--- src/rtl/axi_arb_pkg.sv ---
// axi_arb_pkg
// Shared definitions for the crossbar read/write arbiters:
//   - slave address decode table (SLV_BASE / SLV_MASK), one entry per real slave
//   - DEFAULT_SLV: index of the DECERR slave (one past the last real slave)
//   - arb_state_e: arbiter FSM states
//   - ARB_FIXED / ARB_RR: arbitration policy selectors
package axi_arb_pkg;

  localparam int SLV_TBL_N   = 8;
  localparam int DEFAULT_SLV = SLV_TBL_N;

  localparam int ARB_FIXED = 0;
  localparam int ARB_RR    = 1;

  // Each real slave owns a 64 KiB window at s * 0x1_0000.
  localparam logic [31:0] SLV_BASE [SLV_TBL_N] = '{
    32'h0000_0000, 32'h0001_0000, 32'h0002_0000, 32'h0003_0000,
    32'h0004_0000, 32'h0005_0000, 32'h0006_0000, 32'h0007_0000
  };

  localparam logic [31:0] SLV_MASK [SLV_TBL_N] = '{
    32'hFFFF_0000, 32'hFFFF_0000, 32'hFFFF_0000, 32'hFFFF_0000,
    32'hFFFF_0000, 32'hFFFF_0000, 32'hFFFF_0000, 32'hFFFF_0000
  };

  typedef enum logic [1:0] {
    IDLE = 2'd0,
    ADDR = 2'd1,
    DATA = 2'd2
  } arb_state_e;

endpackage

--- src/rtl/axi_rd_arbiter_param_if.sv ---
// axi_rd_arbiter_param_if
// Read-arbiter bus bundle between the crossbar and the arbiter.
//   master modport : crossbar side (drives AR requests, muxed handshakes, write busy)
//   slave modport  : arbiter side (drives registered grant outputs and timeout pulse)
interface axi_rd_arbiter_param_if #(
  parameter int NUM_M  = 3,
  parameter int NUM_S  = 8,
  parameter int ADDR_W = 32
);
  localparam int MW = (NUM_M > 1) ? $clog2(NUM_M) : 1;
  localparam int SW = $clog2(NUM_S + 1);

  logic [NUM_M-1:0]        ARVALID_M;
  logic [NUM_M*ADDR_W-1:0] ARADDR_M;
  logic                    ARREADY_sel;
  logic                    RVALID_sel;
  logic                    RREADY_sel;
  logic                    RLAST_sel;
  logic [NUM_S:0]          wr_busy_slv;
  logic                    rd_grant_vld;
  logic [MW-1:0]           rd_grant_mst;
  logic [SW-1:0]           rd_grant_slv;
  logic [NUM_M-1:0]        rd_grant_oh;
  logic                    rd_timeout;

  modport master (
    output ARVALID_M, ARADDR_M, ARREADY_sel, RVALID_sel, RREADY_sel, RLAST_sel, wr_busy_slv,
    input  rd_grant_vld, rd_grant_mst, rd_grant_slv, rd_grant_oh, rd_timeout
  );

  modport slave (
    input  ARVALID_M, ARADDR_M, ARREADY_sel, RVALID_sel, RREADY_sel, RLAST_sel, wr_busy_slv,
    output rd_grant_vld, rd_grant_mst, rd_grant_slv, rd_grant_oh, rd_timeout
  );

endinterface

--- src/rtl/rr_pick.sv ---
// rr_pick
// Combinational rotating-priority picker, shared by the read and write arbiters.
//   req     : request vector
//   ptr     : last winner; search starts at ptr+1 modulo N
//   gnt_oh  : one-hot winner
//   gnt_idx : binary winner index
//   gnt_any : at least one request present
// Fixed priority (lowest index first) is obtained by driving ptr = N-1.
module rr_pick #(
  parameter int N = 3,
  parameter int W = 2
) (
  input  logic [N-1:0] req,
  input  logic [W-1:0] ptr,
  output logic [N-1:0] gnt_oh,
  output logic [W-1:0] gnt_idx,
  output logic         gnt_any
);

  // Walk from the farthest candidate to the nearest so the nearest request overwrites.
  always_comb begin
    int idx;
    idx     = 0;
    gnt_oh  = '0;
    gnt_idx = '0;
    gnt_any = 1'b0;
    for (int k = N; k >= 1; k--) begin
      idx = (int'(ptr) + k) % N;
      if (req[idx]) begin
        gnt_oh      = '0;
        gnt_oh[idx] = 1'b1;
        gnt_idx     = W'(idx);
        gnt_any     = 1'b1;
      end else begin
        gnt_any = gnt_any;
      end
    end
  end

endmodule

--- src/rtl/axi_rd_arbiter_param.sv ---
// axi_rd_arbiter_param
// Read-address arbiter for the AXI crossbar: NUM_M masters, NUM_S slaves plus a
// DECERR default slave. Owns the read grant from AR acceptance to the RLAST handshake.
//   ACLK / ARESET : clock, asynchronous active-high reset
//   bus (slave)   : AR requests, muxed ARREADY/R handshakes, per-slave write busy in;
//                   registered grant (vld/mst/slv/oh) and watchdog pulse out
// ADDR_W must not exceed 32 (width of the decode table entries).
module axi_rd_arbiter_param
  import axi_arb_pkg::*;
#(
  parameter int NUM_M       = 3,
  parameter int NUM_S       = 8,
  parameter int ADDR_W      = 32,
  parameter int ARB_MODE    = 1,
  parameter int TIMEOUT_CYC = 1024
) (
  input logic ACLK,
  input logic ARESET,
  axi_rd_arbiter_param_if.slave bus
);

  localparam int MW = (NUM_M > 1) ? $clog2(NUM_M) : 1;
  localparam int SW = $clog2(NUM_S + 1);
  localparam int unsigned TO_LAST = (TIMEOUT_CYC == 0) ? 0 : TIMEOUT_CYC - 1;
  localparam int WDW = (TO_LAST > 0) ? $clog2(TO_LAST + 1) : 1;

  // Lowest matching slave wins; unmatched addresses go to the default slave at NUM_S.
  function automatic logic [SW-1:0] decode(input logic [ADDR_W-1:0] addr);
    logic [SW-1:0] slv;
    slv = SW'(NUM_S);
    for (int s = NUM_S - 1; s >= 0; s--) begin
      if ((addr & ADDR_W'(SLV_MASK[s])) == ADDR_W'(SLV_BASE[s])) begin
        slv = SW'(s);
      end
    end
    return slv;
  endfunction

  arb_state_e        state_r;
  logic [MW-1:0]     rr_ptr_r;
  logic [WDW-1:0]    wdog_r;
  logic              vld_r;
  logic [MW-1:0]     mst_r;
  logic [SW-1:0]     slv_r;
  logic [NUM_M-1:0]  oh_r;
  logic              timeout_r;

  logic [SW-1:0]     dec_s [NUM_M];
  logic [NUM_M-1:0]  elig_s;
  logic [MW-1:0]     pick_ptr_s;
  logic [NUM_M-1:0]  pick_oh_s;
  logic [MW-1:0]     pick_idx_s;
  logic              pick_any_s;
  logic              rlast_hs_s;
  logic              wdog_exp_s;

  // Per-master decode and eligibility: a master whose target is write-busy drops out.
  always_comb begin
    for (int i = 0; i < NUM_M; i++) begin
      dec_s[i]  = decode(bus.ARADDR_M[i*ADDR_W +: ADDR_W]);
      elig_s[i] = bus.ARVALID_M[i] && !bus.wr_busy_slv[dec_s[i]];
    end
  end

  // Fixed priority reuses the rotating picker with the pointer parked at the top index.
  always_comb begin
    if (ARB_MODE == ARB_RR) begin
      pick_ptr_s = rr_ptr_r;
    end else begin
      pick_ptr_s = MW'(NUM_M - 1);
    end
  end

  rr_pick #(.N(NUM_M), .W(MW)) u_pick (
    .req     (elig_s),
    .ptr     (pick_ptr_s),
    .gnt_oh  (pick_oh_s),
    .gnt_idx (pick_idx_s),
    .gnt_any (pick_any_s)
  );

  assign rlast_hs_s = bus.RVALID_sel && bus.RREADY_sel && bus.RLAST_sel;
  assign wdog_exp_s = (TIMEOUT_CYC != 0) && (wdog_r == WDW'(TO_LAST));

  // Arbiter FSM with registered grant outputs; RLAST takes precedence over watchdog expiry.
  always_ff @(posedge ACLK or posedge ARESET) begin
    if (ARESET) begin
      state_r   <= IDLE;
      rr_ptr_r  <= MW'(NUM_M - 1);
      wdog_r    <= '0;
      vld_r     <= 1'b0;
      mst_r     <= '0;
      slv_r     <= '0;
      oh_r      <= '0;
      timeout_r <= 1'b0;
    end else begin
      timeout_r <= 1'b0;
      case (state_r)
        IDLE: begin
          if (pick_any_s) begin
            state_r <= ADDR;
            vld_r   <= 1'b1;
            mst_r   <= pick_idx_s;
            oh_r    <= pick_oh_s;
            slv_r   <= dec_s[pick_idx_s];
            if (ARB_MODE == ARB_RR) begin
              rr_ptr_r <= pick_idx_s;
            end else begin
              rr_ptr_r <= rr_ptr_r;
            end
          end else begin
            state_r <= IDLE;
          end
        end
        ADDR: begin
          if (bus.ARREADY_sel) begin
            state_r <= DATA;
            wdog_r  <= '0;
          end else begin
            state_r <= ADDR;
          end
        end
        DATA: begin
          if (rlast_hs_s || wdog_exp_s) begin
            state_r   <= IDLE;
            vld_r     <= 1'b0;
            mst_r     <= '0;
            slv_r     <= '0;
            oh_r      <= '0;
            timeout_r <= !rlast_hs_s;
          end else begin
            wdog_r <= wdog_r + WDW'(1);
          end
        end
        default: begin
          state_r <= IDLE;
          vld_r   <= 1'b0;
          mst_r   <= '0;
          slv_r   <= '0;
          oh_r    <= '0;
        end
      endcase
    end
  end

  assign bus.rd_grant_vld = vld_r;
  assign bus.rd_grant_mst = mst_r;
  assign bus.rd_grant_slv = slv_r;
  assign bus.rd_grant_oh  = oh_r;
  assign bus.rd_timeout   = timeout_r;

endmodule

--- src/flat_wrapper.sv ---
// flat-port wrapper written by rule: the top's interface ports become plain ports
module axi_rd_arbiter_param_flat import axi_arb_pkg::*;
#(
  parameter int NUM_M       = 3,
  parameter int NUM_S       = 8,
  parameter int ADDR_W      = 32,
  parameter int ARB_MODE    = 1,
  parameter int TIMEOUT_CYC = 1024
)
  (ACLK, ARESET, bus_ARVALID_M, bus_ARADDR_M, bus_ARREADY_sel, bus_RVALID_sel, bus_RREADY_sel, bus_RLAST_sel, bus_wr_busy_slv, bus_rd_grant_vld, bus_rd_grant_mst, bus_rd_grant_slv, bus_rd_grant_oh, bus_rd_timeout);
  axi_rd_arbiter_param_if #(.NUM_M(NUM_M), .NUM_S(NUM_S), .ADDR_W(ADDR_W)) bus_i ();
  input logic ACLK;
  input logic ARESET;
  input wire logic [$bits(bus_i.ARVALID_M)-1:0] bus_ARVALID_M;
  input wire logic [$bits(bus_i.ARADDR_M)-1:0] bus_ARADDR_M;
  input wire logic [$bits(bus_i.ARREADY_sel)-1:0] bus_ARREADY_sel;
  input wire logic [$bits(bus_i.RVALID_sel)-1:0] bus_RVALID_sel;
  input wire logic [$bits(bus_i.RREADY_sel)-1:0] bus_RREADY_sel;
  input wire logic [$bits(bus_i.RLAST_sel)-1:0] bus_RLAST_sel;
  input wire logic [$bits(bus_i.wr_busy_slv)-1:0] bus_wr_busy_slv;
  output wire logic [$bits(bus_i.rd_grant_vld)-1:0] bus_rd_grant_vld;
  output wire logic [$bits(bus_i.rd_grant_mst)-1:0] bus_rd_grant_mst;
  output wire logic [$bits(bus_i.rd_grant_slv)-1:0] bus_rd_grant_slv;
  output wire logic [$bits(bus_i.rd_grant_oh)-1:0] bus_rd_grant_oh;
  output wire logic [$bits(bus_i.rd_timeout)-1:0] bus_rd_timeout;
  assign bus_i.ARVALID_M = bus_ARVALID_M;
  assign bus_i.ARADDR_M = bus_ARADDR_M;
  assign bus_i.ARREADY_sel = bus_ARREADY_sel;
  assign bus_i.RVALID_sel = bus_RVALID_sel;
  assign bus_i.RREADY_sel = bus_RREADY_sel;
  assign bus_i.RLAST_sel = bus_RLAST_sel;
  assign bus_i.wr_busy_slv = bus_wr_busy_slv;
  assign bus_rd_grant_vld = bus_i.rd_grant_vld;
  assign bus_rd_grant_mst = bus_i.rd_grant_mst;
  assign bus_rd_grant_slv = bus_i.rd_grant_slv;
  assign bus_rd_grant_oh = bus_i.rd_grant_oh;
  assign bus_rd_timeout = bus_i.rd_timeout;
  axi_rd_arbiter_param #(.NUM_M(NUM_M), .NUM_S(NUM_S), .ADDR_W(ADDR_W), .ARB_MODE(ARB_MODE), .TIMEOUT_CYC(TIMEOUT_CYC)) u_core (.ACLK(ACLK), .ARESET(ARESET), .bus(bus_i));
endmodule
--- config.mk ---
export PLATFORM = sky130hd
export DESIGN_NAME = axi_rd_arbiter_param_flat
export DESIGN_NICKNAME = d
export VERILOG_FILES = /design/src/rtl/axi_arb_pkg.sv /design/src/rtl/axi_rd_arbiter_param_if.sv /design/src/rtl/rr_pick.sv /design/src/rtl/axi_rd_arbiter_param.sv /design/src/flat_wrapper.sv
export SDC_FILE = /design/constraint.sdc
export NUM_CORES = 1
export LEC_CHECK = 0
export ABC_AREA = 1
export BUFFER_PORTS_ARGS = -buffer_cell sky130_fd_sc_hd__buf_4
export CAP_MARGIN = 10
export CORE_UTILIZATION = 50
export DETAILED_ROUTE_END_ITERATION = 8
export PLACE_DENSITY = 0.86
export SYNTH_ARGS = -nofsm -noshare
export SYNTH_HDL_FRONTEND = slang
export SYNTH_HIERARCHICAL = 1
export SYNTH_SLANG_ARGS = --single-unit
--- constraint.sdc ---
create_clock -name ACLK -period 6.45 [get_ports ACLK]
set_clock_uncertainty 0.15 [all_clocks]
set_input_delay 0 -clock ACLK [delete_from_list [all_inputs] [get_ports ACLK]]
set_output_delay 0 -clock ACLK [all_outputs]
set_load 0.01 [all_outputs]
==> summary.md <==
| Metric | Value |
|---|---|
| Minimum clock period | 2.91 ns |
| Crit-path max FO | 10 |
| Hold Slack | approximately 0.17 ns |
| Initial Utilization | between 50 and 60% |
| Final core utilization | around two thirds |
| DRC viols | 0 |
| IR Drop Worst-Case VDD | ~180 uV |
| Mean number of vias per cell | roughly 5 |
| CP endpoint kind | flop |
| Layout area overhead | 29.7% |
| Clock transition at the registers of the reported paths | about 0.08 ns |
| Static Leak | about 0.0018 uW |
| Top_reg_cell synth | dfrtp_1 |
| Clk root buf | clkbuf_8 |
| Mapped cell area | around 2500 sq um |
| Net count after synthesis | 556 |
| Routed wire length | 6550 um |
| Total of max-cap violations | 0 |
| DRT iter0 DRCs | ~180 |
| TritonRoute pass-1 iters | 5 |
| Crit path DAT | just under 3 ns |
| Routed via count | roughly 3000 |
| Filler cells | between 400 and 500 |
| Nets | approximately 640 |
| Final setup violation count | 0 |
| Yosys reg bits | 25 |
| Post-Place Worst Slack | between 3 and 4 ns |
| Die ar. | about 5300 sq um |
| Worst path required time | about 6.4 ns |
| Status | finished clean |
| H-Tree Level Count | 1 |
| First-pass GRT wire length | approximately 11000 um |
| Cells after Synth | between 400 and 500 |
| CTS tree | done |
| RSZ-0062 raised after global routing | no |
| Crit share post-route | a little under half |
| Max Slew Vio Count | 0 |
| Number of global-route vias before repair | around 2700 |
| Bufs on Longest Clock Path | 2 |
| Io pins | about 130 |
| Number of hold buffers added after cts | 4 |
| Measured slew at the worst slew-check pin | ~0.93 ns |
| # resized after CTS | 0 |
| Finished Layout Cells | about 600 |
| Worst setup margin | 3.54 ns |
| Die extent in y | 72.6 um |
| CTS Buf Count | 3 |
| Buffers on Ports | between 70 and 80 |
| Area occupied by registers | 627 sq um |
| Routability cong. | ~0.91 |
| Total grt overflow | 0 |
| Syn. warnings | 6 |
| Rel. slew slack | 38.0% |
| Diodes inserted | 0 |
| Largest net degree at the start of global routing | 26 |
| Class of the worst hold path | input pin to flop |
| Post-synth EDFFs | 0 |
| PD cells | approximately 240 nW/um^2 |
| Detailed placement HPWL | between 5000 and 6000 um |
| Syn_area_per_cell | ~5.7 sq um |
| Final TNS setup | 0 ns |
| Die W | 72.6 um |
| Share of cells above drive strength 1 | 19.2% |
| DRT antenna net count | 0 |
| Crit path kind | input pin to flop |
| Clk_lat worst skew | roughly 0.26 ns |
| Placed Cells | 580 |
| Cell variety after synth | 28 |
| WL/cell | between 10 and 15 um |
| Startpoint type of the worst setup path | input pin |
| Seq/Total Area, Yosys | 25.2% |
| GRT Total Usage | about a quarter |
| Fmax | between 300 and 400 MHz |
| Initial antenna violation count | 0 |
| Rows | 25 |
| Ys async rst share | 100% |
| Multi-input logic area | between 1500 and 2000 sq um |
| Final hold vios | 0 |
| Clock sinks | 25 |
| Setup repair bufs after CTS | 0 |
| CORE AREA | approximately 4800 sq um |
## area by class of cell
type	instances	share of cell area (%)
Inverter	69	8.02
Timing Repair Buffer	80	18.9
Multi-Input combinational cell	343	49.7
Sequential cell	25	19.4
Tap cell	67	2.60
Clock buffer	4	1.39
## path summary, 6_finish.rpt
check	startpoint	end	slack (ns)	cells past startpoint
max reg2reg	u_core/pick_ptr_s[0]	u_core/bus.rd_grant_slv[2]	3.88	10
min reg2reg	u_core/bus.rd_grant_vld	u_core/bus.rd_grant_vld	0.34	2
min	bus_ARADDR_M[81]	u_core/bus.rd_grant_slv[2]	0.17	5
max	bus_ARADDR_M[95]	u_core/bus.rd_grant_slv[2]	3.54	21
max in group asynchronous	ARESET	u_core/pick_ptr_s[0]	5.23	3
min in group asynchronous	ARESET	u_core/wdog_r[3]	0.35	3
## cells in the final DEF, fill, tap and decap left out, drive strengths merged
cell type	count
nor2	80
o21ai	22
dfstp	1
dlygate4sd3	4
nor3	10
nor4	1
buf	76
o211ai	3
or2	2
nand2	134
o2111ai	1
nand3	53
xor2	2
a21oi	12
inv	69
dfrtp	24
a22o	3
ha	5
nand4	13
o31ai	2
clkbuf	4
## critical path: stages
cell	delay, ns
buf_4	0.10
nor2_1	0.09
nand2_1	0.10
nor2_4	0.21
nand2_1	0.19
nand4_1	0.23
nand2_1	0.07
nand3_1	0.07
nand2_1	0.05
nand2_1	0.05
nand2_1	0.04
nor2_1	0.21
inv_1	0.10
o21ai_1	0.23
nand2_2	0.13
nand2_2	0.08
nor2_2	0.04
nor2_1	0.40
inv_1	0.18
a21oi_1	0.18
o21ai_0	0.12
## through the flow
stage	total power [uW]	area (sq um)
6_report	777	3230
5_1_grt	850	3230
4_1_cts	775	3230
3_5_place_dp	677	3140
3_3_place_gp	669	3140
2_1_floorplan	526	2490
## cell usage after synthesis, types with 3 or more instances
library cell  count  area [sq um]
nor2_2            6          37.5
nand2_2           4          25.0
a22o_1            3          26.3
a21oi_1          11          55.1
inv_2             3          11.3
nand3_1          52           260
nand4_1          12          75.1
inv_1            66           248
dfrtp_1          24           601
o21ai_1           8          40.0
nand2_1         130           488
o21ai_0          14          70.1
ha_1              5          62.6
nor3_1           10          50.1
nor2_1           73           274
## power by group
part           switching, uW  internal (uW)  leakage (uW)
clock network           47.3           44.1     0.0000228
registers               30.5            203      0.000333
logic                    287            165       0.00148
total                    365            412       0.00184
## flip-flops by register name, summed over array words and instances (netlist names)
register / cells
u_core/bus.rd_grant_mst: 2
u_core/bus.rd_grant_oh: 3
u_core/bus.rd_grant_slv: 4
u_core/bus.rd_grant_vld: 1
u_core/bus.rd_timeout: 1
u_core/pick_ptr_s: 2
u_core/state_r: 2
u_core/wdog_r: 10
## per-layer routing
| metal | routed length, um | up-vias | GRT usage [%] |
|---|---|---|---|
| met4 | 75 | 0 | 5.23 |
| met5 | 0 | - | 0 |
| met2 | 3130 | 108 | 45.5 |
| met1 | 2890 | 1343 | 31.6 |
| li1 | - | 1564 | - |
| met3 | 453 | 8 | 4.31 |
## kinds of logic after synthesis
family / Yosys count / synth area share [%]
fa+ha+maj: 5 / 2.51
simple gates: 293 / 50.8
buf+inv: 69 / 10.4
flops: 25 / 25.2
compound gates: 43 / 10.4
xor+xnor: 2 / 0.704
Note: power is estimated with default switching activity, not from simulation.
